<file path="src/rtl/sseg_scan_ctrl.sv">
// Eight-digit multiplexed seven-segment scan controller with two-page arbitration and per-frame snapshot.
// Optional build macro SSEG_LEADING_ZERO_BLANK_EN blanks digits above the most significant nonzero nibble.
module sseg_scan_ctrl #(
  parameter int PRESCALE     = 100000,
  parameter int BLANK_CYCLES = 1000,
  parameter int PAGE_FRAMES  = 64
) (
  input  logic        clk,
  input  logic        rst,
  input  logic [31:0] i_val_a,
  input  logic [31:0] i_val_b,
  input  logic [1:0]  i_mode,
  input  logic        i_freeze,
  input  logic [7:0]  i_dp_mask,
  output logic [7:0]  o_an,
  output logic [6:0]  o_seg,
  output logic        o_dp,
  output logic        o_page,
  output logic        o_frame
);

  localparam int CNT_W = (PRESCALE > 1) ? $clog2(PRESCALE) : 1;
  localparam int FC_W  = (PAGE_FRAMES > 1) ? $clog2(PAGE_FRAMES) : 1;
  localparam logic [CNT_W-1:0] CNT_LAST  = CNT_W'(PRESCALE - 1);
  localparam logic [CNT_W-1:0] BLANK_LIM = CNT_W'(BLANK_CYCLES);
  localparam logic [FC_W-1:0]  FC_LAST   = FC_W'(PAGE_FRAMES - 1);
  localparam bit HAS_BLANK = (BLANK_CYCLES > 0);

  typedef enum logic [0:0] {BLANK = 1'b0, DRIVE = 1'b1} state_t;
  localparam state_t RST_STATE = HAS_BLANK ? BLANK : DRIVE;

  state_t           state, state_nxt;
  logic [CNT_W-1:0] cnt, cnt_nxt;
  logic [2:0]       digit, digit_nxt;
  logic [31:0]      snap, snap_nxt;
  logic             page, page_nxt;
  logic [FC_W-1:0]  fc, fc_nxt;
  logic             prime;
  logic             load;
  logic             frame_nxt;
  logic [3:0]       nib;
  logic             show;
  logic [7:0]       an_nxt;
  logic [6:0]       seg_nxt;
  logic             dp_nxt;

  function automatic logic [6:0] hex_to_seg(input logic [3:0] v);
    logic [6:0] s;
    case (v)
      4'h0: s = 7'h40;
      4'h1: s = 7'h79;
      4'h2: s = 7'h24;
      4'h3: s = 7'h30;
      4'h4: s = 7'h19;
      4'h5: s = 7'h12;
      4'h6: s = 7'h02;
      4'h7: s = 7'h78;
      4'h8: s = 7'h00;
      4'h9: s = 7'h10;
      4'hA: s = 7'h08;
      4'hB: s = 7'h03;
      4'hC: s = 7'h46;
      4'hD: s = 7'h21;
      4'hE: s = 7'h06;
      default: s = 7'h0E;
    endcase
    return s;
  endfunction

`ifdef SSEG_LEADING_ZERO_BLANK_EN
  // Index of the highest nonzero nibble; digit 0 when the value is zero.
  function automatic logic [2:0] top_digit(input logic [31:0] v);
    logic [2:0] t;
    t = 3'd0;
    for (int i = 1; i < 8; i++) begin
      if (v[4*i +: 4] != 4'h0) t = 3'(i);
    end
    return t;
  endfunction
`endif

  always_ff @(posedge clk) begin
    if (rst) begin
      state   <= RST_STATE;
      cnt     <= '0;
      digit   <= 3'd0;
      snap    <= 32'd0;
      page    <= 1'b0;
      fc      <= '0;
      prime   <= 1'b1;
      o_an    <= 8'hFF;
      o_seg   <= 7'h7F;
      o_dp    <= 1'b1;
      o_page  <= 1'b0;
      o_frame <= 1'b0;
    end else begin
      state   <= state_nxt;
      cnt     <= cnt_nxt;
      digit   <= digit_nxt;
      snap    <= snap_nxt;
      page    <= page_nxt;
      fc      <= fc_nxt;
      prime   <= 1'b0;
      o_an    <= an_nxt;
      o_seg   <= seg_nxt;
      o_dp    <= dp_nxt;
      o_page  <= page_nxt;
      o_frame <= frame_nxt;
    end
  end

  // Slot timing, frame boundary and snapshot/page selection.
  always_comb begin
    cnt_nxt   = cnt + CNT_W'(1);
    digit_nxt = digit;
    snap_nxt  = snap;
    page_nxt  = page;
    fc_nxt    = fc;
    frame_nxt = 1'b0;
    load      = prime;
    state_nxt = state;

    if (cnt == CNT_LAST) begin
      cnt_nxt   = '0;
      digit_nxt = digit + 3'd1;
      if (digit == 3'd7) begin
        frame_nxt = 1'b1;
        load      = 1'b1;
      end
    end

    // The first cycle after reset loads the snapshot without advancing the page rotation.
    if (load && !i_freeze) begin
      case (i_mode)
        2'd0: begin
          page_nxt = 1'b0;
          fc_nxt   = '0;
        end
        2'd1: begin
          page_nxt = 1'b1;
          fc_nxt   = '0;
        end
        default: begin
          if (!prime) begin
            if (fc == FC_LAST) begin
              fc_nxt   = '0;
              page_nxt = ~page;
            end else begin
              fc_nxt = fc + FC_W'(1);
            end
          end
        end
      endcase
      snap_nxt = page_nxt ? i_val_b : i_val_a;
    end

    case (state)
      BLANK:   if (cnt_nxt == BLANK_LIM) state_nxt = DRIVE;
      DRIVE:   if (HAS_BLANK && (cnt_nxt == '0)) state_nxt = BLANK;
      default: state_nxt = RST_STATE;
    endcase
  end

  // Pin values for the upcoming cycle, derived from next-state so they switch with the FSM.
  always_comb begin
    nib = snap_nxt[{digit_nxt, 2'b00} +: 4];
`ifdef SSEG_LEADING_ZERO_BLANK_EN
    show = (digit_nxt <= top_digit(snap_nxt));
`else
    show = 1'b1;
`endif
    an_nxt  = 8'hFF;
    seg_nxt = 7'h7F;
    dp_nxt  = 1'b1;
    if (state_nxt == DRIVE) begin
      an_nxt  = ~(8'b1 << digit_nxt);
      seg_nxt = show ? hex_to_seg(nib) : 7'h7F;
      dp_nxt  = ~i_dp_mask[digit_nxt];
    end
  end

endmodule
</file>
<file path="config.mk">
export PLATFORM = sky130hd
export DESIGN_NAME = sseg_scan_ctrl
export DESIGN_NICKNAME = d
export VERILOG_FILES = /design/src/rtl/sseg_scan_ctrl.sv
export SDC_FILE = /design/constraint.sdc
export NUM_CORES = 1
export LEC_CHECK = 0
export BUFFER_PORTS_ARGS = -buffer_cell sky130_fd_sc_hd__buf_2
export CAP_MARGIN = 25
export CORE_UTILIZATION = 55
export CTS_CLUSTER_SIZE = 14
export DETAILED_ROUTE_END_ITERATION = 10
export HOLD_SLACK_MARGIN = 0.05
export PLACE_DENSITY = 0.81
export SETUP_SLACK_MARGIN = 0.3
export SYNTH_ARGS = -nofsm -noshare
export SYNTH_HDL_FRONTEND = slang
export SYNTH_SLANG_ARGS = --single-unit
</file>
<file path="constraint.sdc">
create_clock -name clk -period 4.25 [get_ports clk]
set_input_delay 0.2125 -clock clk [delete_from_list [all_inputs] [get_ports clk]]
set_output_delay 0.2125 -clock clk [all_outputs]
set_load 0.05 [all_outputs]
</file>
==> flow_metrics.tcl, run 1 <==
set metrics [dict create \
    status "finished clean" \
    crit_type "reg -> reg" \
    fp.coreArea_um2 7687 \
    die_w_um 90.77 \
    yosys-top-cells-count "dfxtp_1, nor2_1, a211oi_1" \
    grt_max_degree 62 \
    final_max_slew_viol_count 0 \
    grt_pass1_vias 3617 \
    ys_ff_latch 78 \
    clock.fmax_mhz 272.2 \
    worstHoldEndpoint "snap[30]" \
    via_per_inst 5.712 \
    drv_cap 0 \
    drt-initial-drc-count 127 \
    ys_top_cells_by_area "dfxtp_1, mux2i_1, a211oi_1" \
    ant_nets 0 \
    critPathArrivalTime_ps 3920 \
    grt.overflow.total 0 \
    hold_viol 0 \
    setup_viol 0 \
    wl_per_cell_um 15.40 \
    dp_hpwl_mm 7.210 \
    synth_warnings 0 \
    syn_area_um2 4334 \
    start_util_pct 56.38 \
    multiInputGateArea_um2 2491 \
    synth_edf_count 0 \
    yosys.area.top_type_share_pct 36.03 \
    cts-root-buf "clkbuf_8" \
    syn_inst 475 \
    die_h_um 90.77 \
    period_minus_slack_ps 3673 \
    rsz0062_at_grt "no" \
    cts_tree "yes" \
    leakage_nw 2.047 \
    hold_depth 3 \
    r2r-end "o_seg[0]" \
    critical_path_required_ps 4500 \
    slew_headroom_pct 30.93 \
    clk_pin_slew_ps 90 \
    yosysSeqAreaShare_pct 36.03 \
    start_kind "flip-flop" \
    worstPathCellList "ha_1 > ha_1 > nor2b_1 > a21o_4 > buf_4 > a21oi_1 > a2111oi_1 > o22a_2 > or3b_1 > o221ai_1 > nand2_1" \
    hold_buffers 0 \
    clockBufferDepth 2 \
    cp-end-kind "flip-flop" \
    r2r-start "digit[0]" \
    fin_worst_skew_ps 9.606 \
    cts_buffers 9 \
    vdd_ir_drop_max_mv 0.1345 \
    antenna_found_initial 0 \
    yosysUniqueCellTypes 68 \
    seqCellArea_um2 1562 \
    hold_slack_ps 253.3 \
    reg2reg_slack_ps 580 \
    vias 3793 \
    clkLatencyLatePin_ps 360 \
    firstDrtPassIters 4 \
    setup_tns_ps 0 \
    routed_wl_mm 10.23 \
    synth_top_cell_by_area "dfxtp_1" \
    io_buffers 94 \
    path_max_fanout 32 \
    syn_avg_cell_area_um2 9.125 \
    drc 0 \
    path_buf_inv 1 \
    die_area_um2 8239 \
    ios 95 \
    clock_sinks 78 \
    ys.flop_type "dfxtp_1" \
    htreeDepth 3 \
    worst-slew-pin-transition_ps 1007 \
    grt_pass1_wl_mm 16.41 \
    ff2ff_path_depth 11 \
    critPathTopFamily "compound AO/OA/AOI/OAI gates" \
    finalCritPeriodShare_pct 86.43 \
    grtUsageTotal_pct 24.82 \
    fin_nets 644 \
    cpMaxStageDelayCell "dfxtp_1" \
    max_stage_delay_ps 590 \
    synthArstFlopShare_pct 0 \
    finalPower_w 0.001525 \
    syn-num-nets 562 \
    p_per_area_nw_per_um2 306.3 \
    holdCritStartpoint "i_val_b[30]" \
    crit_top_cell "ha_1" \
    yosysMostFrequentCell "dfxtp_1" \
    antenna_cells 0 \
    row_count 32 \
    min_path_type "in -> reg" \
    area_growth_pct 14.84 \
    gp_congestion 0.8378 \
    fillers 691 \
    final_layout_size_suffix_gt1_share_pct 27.40 \
]
==> cell usage in the layout, fill, tap and decap left out, drive strengths merged, types with 5 or more instances in the layout <==
cell type and count:
mux2i 34, nor2 62, clkbuf 9, o21ai 11
dfxtp 78, ha 10, a21oi 21, nand2 27
nand2b 7, nand4 7, nor3 15, nor4 7
buf 106, inv 11, nor2b 10, xnor2 19
xor2 5, a211oi 46, nand3 12
==> per-layer routing <==
metal  share of wire (%)  routed length (um)  vias up  track usage (%)
li1                    -                   -     1891                -
met1                  45                4551     1765            31.03
met2                  48                4877      115            42.36
met3                 5.4                 553       22            3.620
met4                 2.4                 242        0            10.85
met5                   0                   0        -                0
==> cells by family after synthesis <==
| family | Yosys count | synth area share [%] |
|---|---|---|
| xor gates and xnor gates | 24 | 4.850 |
| AOI/OAI and AO/OA | 111 | 19.08 |
| buffers and inverters | 44 | 6.986 |
| DFF | 78 | 36.03 |
| muxes | 36 | 8.632 |
| adders and majority gates | 10 | 2.887 |
| and+or+nand+nor | 172 | 21.54 |
==> timing repair <==
action                     CTS  global route
setup endpoints to repair    0             2
setup buffers                0             5
resized for setup            0             1
==> flip-flops by register name, indices dropped and copies added, names as in the netlist, 3 cells and up <==
register and count:
digit 3, cnt 17, fc 6, snap 32, o_an 8, o_seg 7
==> metrics by stage <==
| stage | utilization, % | cell area, um^2 | std cells | setup WS [ps] |
|---|---|---|---|---|
| 2_1_floorplan | - | 4334 | 475 | 662.9 |
| 4_1_cts | 63.88 | 4911 | 658 | 479.1 |
| 6_report | 64.75 | 4977 | 664 | 576.6 |
| 3_3_place_gp | 61.52 | 4730 | 642 | 663.0 |
| 5_1_grt | 64.75 | 4977 | 664 | 315.6 |
| 3_5_place_dp | 61.52 | 4730 | 642 | 503.7 |
==> worst max path at each step <==
stage	from	endpoint	slack, ps	depth (start not counted)
finish	digit[0]	o_seg[0]	580	11
detailed placement	cnt[0]	o_seg[0]	500	11
global route	digit[0]	o_seg[0]	320	11
CTS	cnt[0]	o_seg[0]	480	11
global placement	cnt[0]	o_seg[0]	660	11
floorplan	page	o_seg[3]	660	16
==> worst reg2reg max path, delay by kind of cell, from the launching register on <==
| kind | cells | cell delay [ps] |
|---|---|---|
| flops | 1 | 590 |
| simple gates | 3 | 790 |
| compound gates | 5 | 1350 |
| buf+inv | 1 | 410 |
| fa+ha+maj | 2 | 430 |
==> final cells by class <==
class	instances	share of cell area [%]
inverters	8	0.6033
clock buffers	9	2.489
flip-flops and latches	78	31.37
well taps	102	2.564
repair buffers	106	11.76
clock inverters	7	1.156
multi-input cells	354	50.05
==> power breakdown <==
part           switching [W]  internal [W]  total, W
Sequential         0.0000117      0.000755  0.000766
Combinational       0.000131      0.000108  0.000239
Clock               0.000300      0.000219  0.000519
Total               0.000443       0.00108   0.00152
Power figures use the tool's default switching activity.
==> inputs of run 2 (changes only) <==
--- a/config.mk
+++ b/config.mk
@@ -12,6 +12,7 @@
 export DETAILED_ROUTE_END_ITERATION = 10
 export HOLD_SLACK_MARGIN = 0.05
 export PLACE_DENSITY = 0.81
+export RECOVER_POWER = 100
 export SETUP_SLACK_MARGIN = 0.3
 export SYNTH_ARGS = -nofsm -noshare
 export SYNTH_HDL_FRONTEND = slang
==> flow_metrics.tcl, run 2 (synthesis gave the netlist of run 1 again) <==
set metrics [dict create \
    critical_path_required_ps 4490 \
    final_cell_mix "dfxtp_1, buf_2, nor2_1, a211oi_1, mux2i_1" \
    r2r-start "cnt[0]" \
    routed_wl_mm 10.16 \
    use_met3_pct 3.620 \
    min_path_type "in -> reg" \
    grt_pass1_vias 3617 \
    final_cells 664 \
    cts_tree "yes" \
    leakage_nw 1.991 \
    wl_per_cell_um 15.29 \
    grt_max_degree 62 \
    cp-end-kind "flip-flop" \
    grt_pass1_wl_mm 16.41 \
    max_stage_delay_ps 440 \
    critPathArrivalTime_ps 4040 \
    cts_buffers 9 \
    grt.overflow.total 0 \
    ios 95 \
    clkLatencyLatePin_ps 360 \
    setup_viol 0 \
    path_buf_inv 1 \
    start_kind "flip-flop" \
    cts-root-buf "clkbuf_8" \
    place_worst_setup_slack_ps 503.7 \
    holdCritStartpoint "i_val_b[24]" \
    htreeDepth 3 \
    ant_nets 0 \
    grtUsageTotal_pct 24.82 \
    area_growth_pct 13.14 \
    worstSetupStartpoint "cnt[0]" \
    clockBufferDepth 2 \
    die_h_um 90.77 \
    slew_headroom_pct -43.29 \
    fp.coreArea_um2 7687 \
    dp_hpwl_mm 7.210 \
    setup_ws_ps 453.6 \
    finalCritPeriodShare_pct 89.33 \
    gp_congestion 0.8378 \
    antenna_cells 0 \
    die_w_um 90.77 \
    largest_register_ffs 32 \
    crit_type "reg -> reg" \
    clock_sinks 78 \
    mostFrequentLayoutCell "dfxtp_1" \
    vdd_ir_drop_max_mv 0.1371 \
    die_area_um2 8239 \
    firstDrtPassIters 4 \
    via_per_inst 5.748 \
    dpl_cell_area_um2 4730 \
    regMostFlops "snap" \
    drt-initial-drc-count 147 \
    rsz0062_at_grt "no" \
    violations "capacitance limit, slew limit" \
    drv_cap 1 \
    hold_viol 0 \
    vias 3817 \
    io_buffers 94 \
    top_regs "snap x32, cnt x17, o_an x8" \
    fin_worst_skew_ps 9.453 \
    worstPathCellList "ha_1 > and4_1 > and4_4 > a21o_4 > buf_4 > a21oi_1 > a2111oi_0 > o22a_1 > or3b_1 > o221ai_1 > nand2_1" \
    clock.fmax_mhz 263.4 \
    status "finished, violations left" \
    setup_tns_ps 0 \
    final_cell_area_um2 4903 \
    drc 0 \
    p_per_area_nw_per_um2 310.0 \
    row_count 32 \
    dp.cells 642 \
    start_util_pct 56.38 \
    critPathTopFamily "compound AO/OA/AOI/OAI gates" \
    final_max_slew_viol_count 50 \
    period_minus_slack_ps 3796 \
    met1_usage_pct 31.03 \
    reg2reg_slack_ps 450 \
    worst-slew-pin-transition_ps 2149 \
    cpMaxStageDelayCell "a2111oi_0" \
    clk_pin_slew_ps 90 \
    hold_buffers 0 \
    final_layout_size_suffix_gt1_share_pct 21.71 \
    hold_slack_ps 251.5 \
    grt-busiest-layer "met2" \
    path_max_fanout 32 \
    fin_nets 644 \
    met2_usage_pct 42.36 \
    antenna_found_initial 0 \
]
run 2: cell count changes in the layout (fill, tap and decap cells not counted), sizes merged:
cell | before | now
clkbuf | 9 | 28
buf | 106 | 87
run 2: path summary, 6_finish.rpt:
kind,end,cells past startpoint
worst max-delay path,o_seg[0],11
worst min-delay path,snap[24],3
worst max register to register,o_seg[0],11
worst min register to register,snap[25],2
run 2: final cells by class:
class / instances / area, um^2
Fill cell: 700 / 2784
Multi-Input combinational cell: 354 / 2441
Sequential cell: 78 / 1562
Timing Repair Buffer: 106 / 561.8
Tap cell: 102 / 127.6
Clock buffer: 9 / 123.9
Clock inverter: 7 / 57.56
Inverter: 8 / 30.03
run 2: metrics by stage:
step                utilization (%)  power [W]
finish                        63.79   0.001520
CTS                           63.88   0.001520
global route                  63.79   0.001580
detailed placement            61.52   0.001010
floorplan                         -  0.0009526
global placement              61.52   0.001001
run 2: repair_timing:
action,CTS,global route
gates resized for setup,0,1
setup endpoints to repair,0,2
setup buffers,0,5
run 2: where the power goes:
group          internal, W  switching, W  total (W)
sequential        0.000755     0.0000104   0.000765
combinational     0.000106      0.000129   0.000235
clock             0.000219      0.000301   0.000520
total              0.00108      0.000440    0.00152
run 2: worst min-delay path, stage by stage:
cell and delay [ps]:
buf_2 90, mux2i_1 170, a211oi_1 90
run 2: routing by layer:
layer	share of wire (%)	vias to the layer above	wire [um]
met5	0	-	0
met4	2.8	0	282
met3	5.8	23	590
met2	47	130	4802
met1	44	1770	4481
li1	-	1894	-
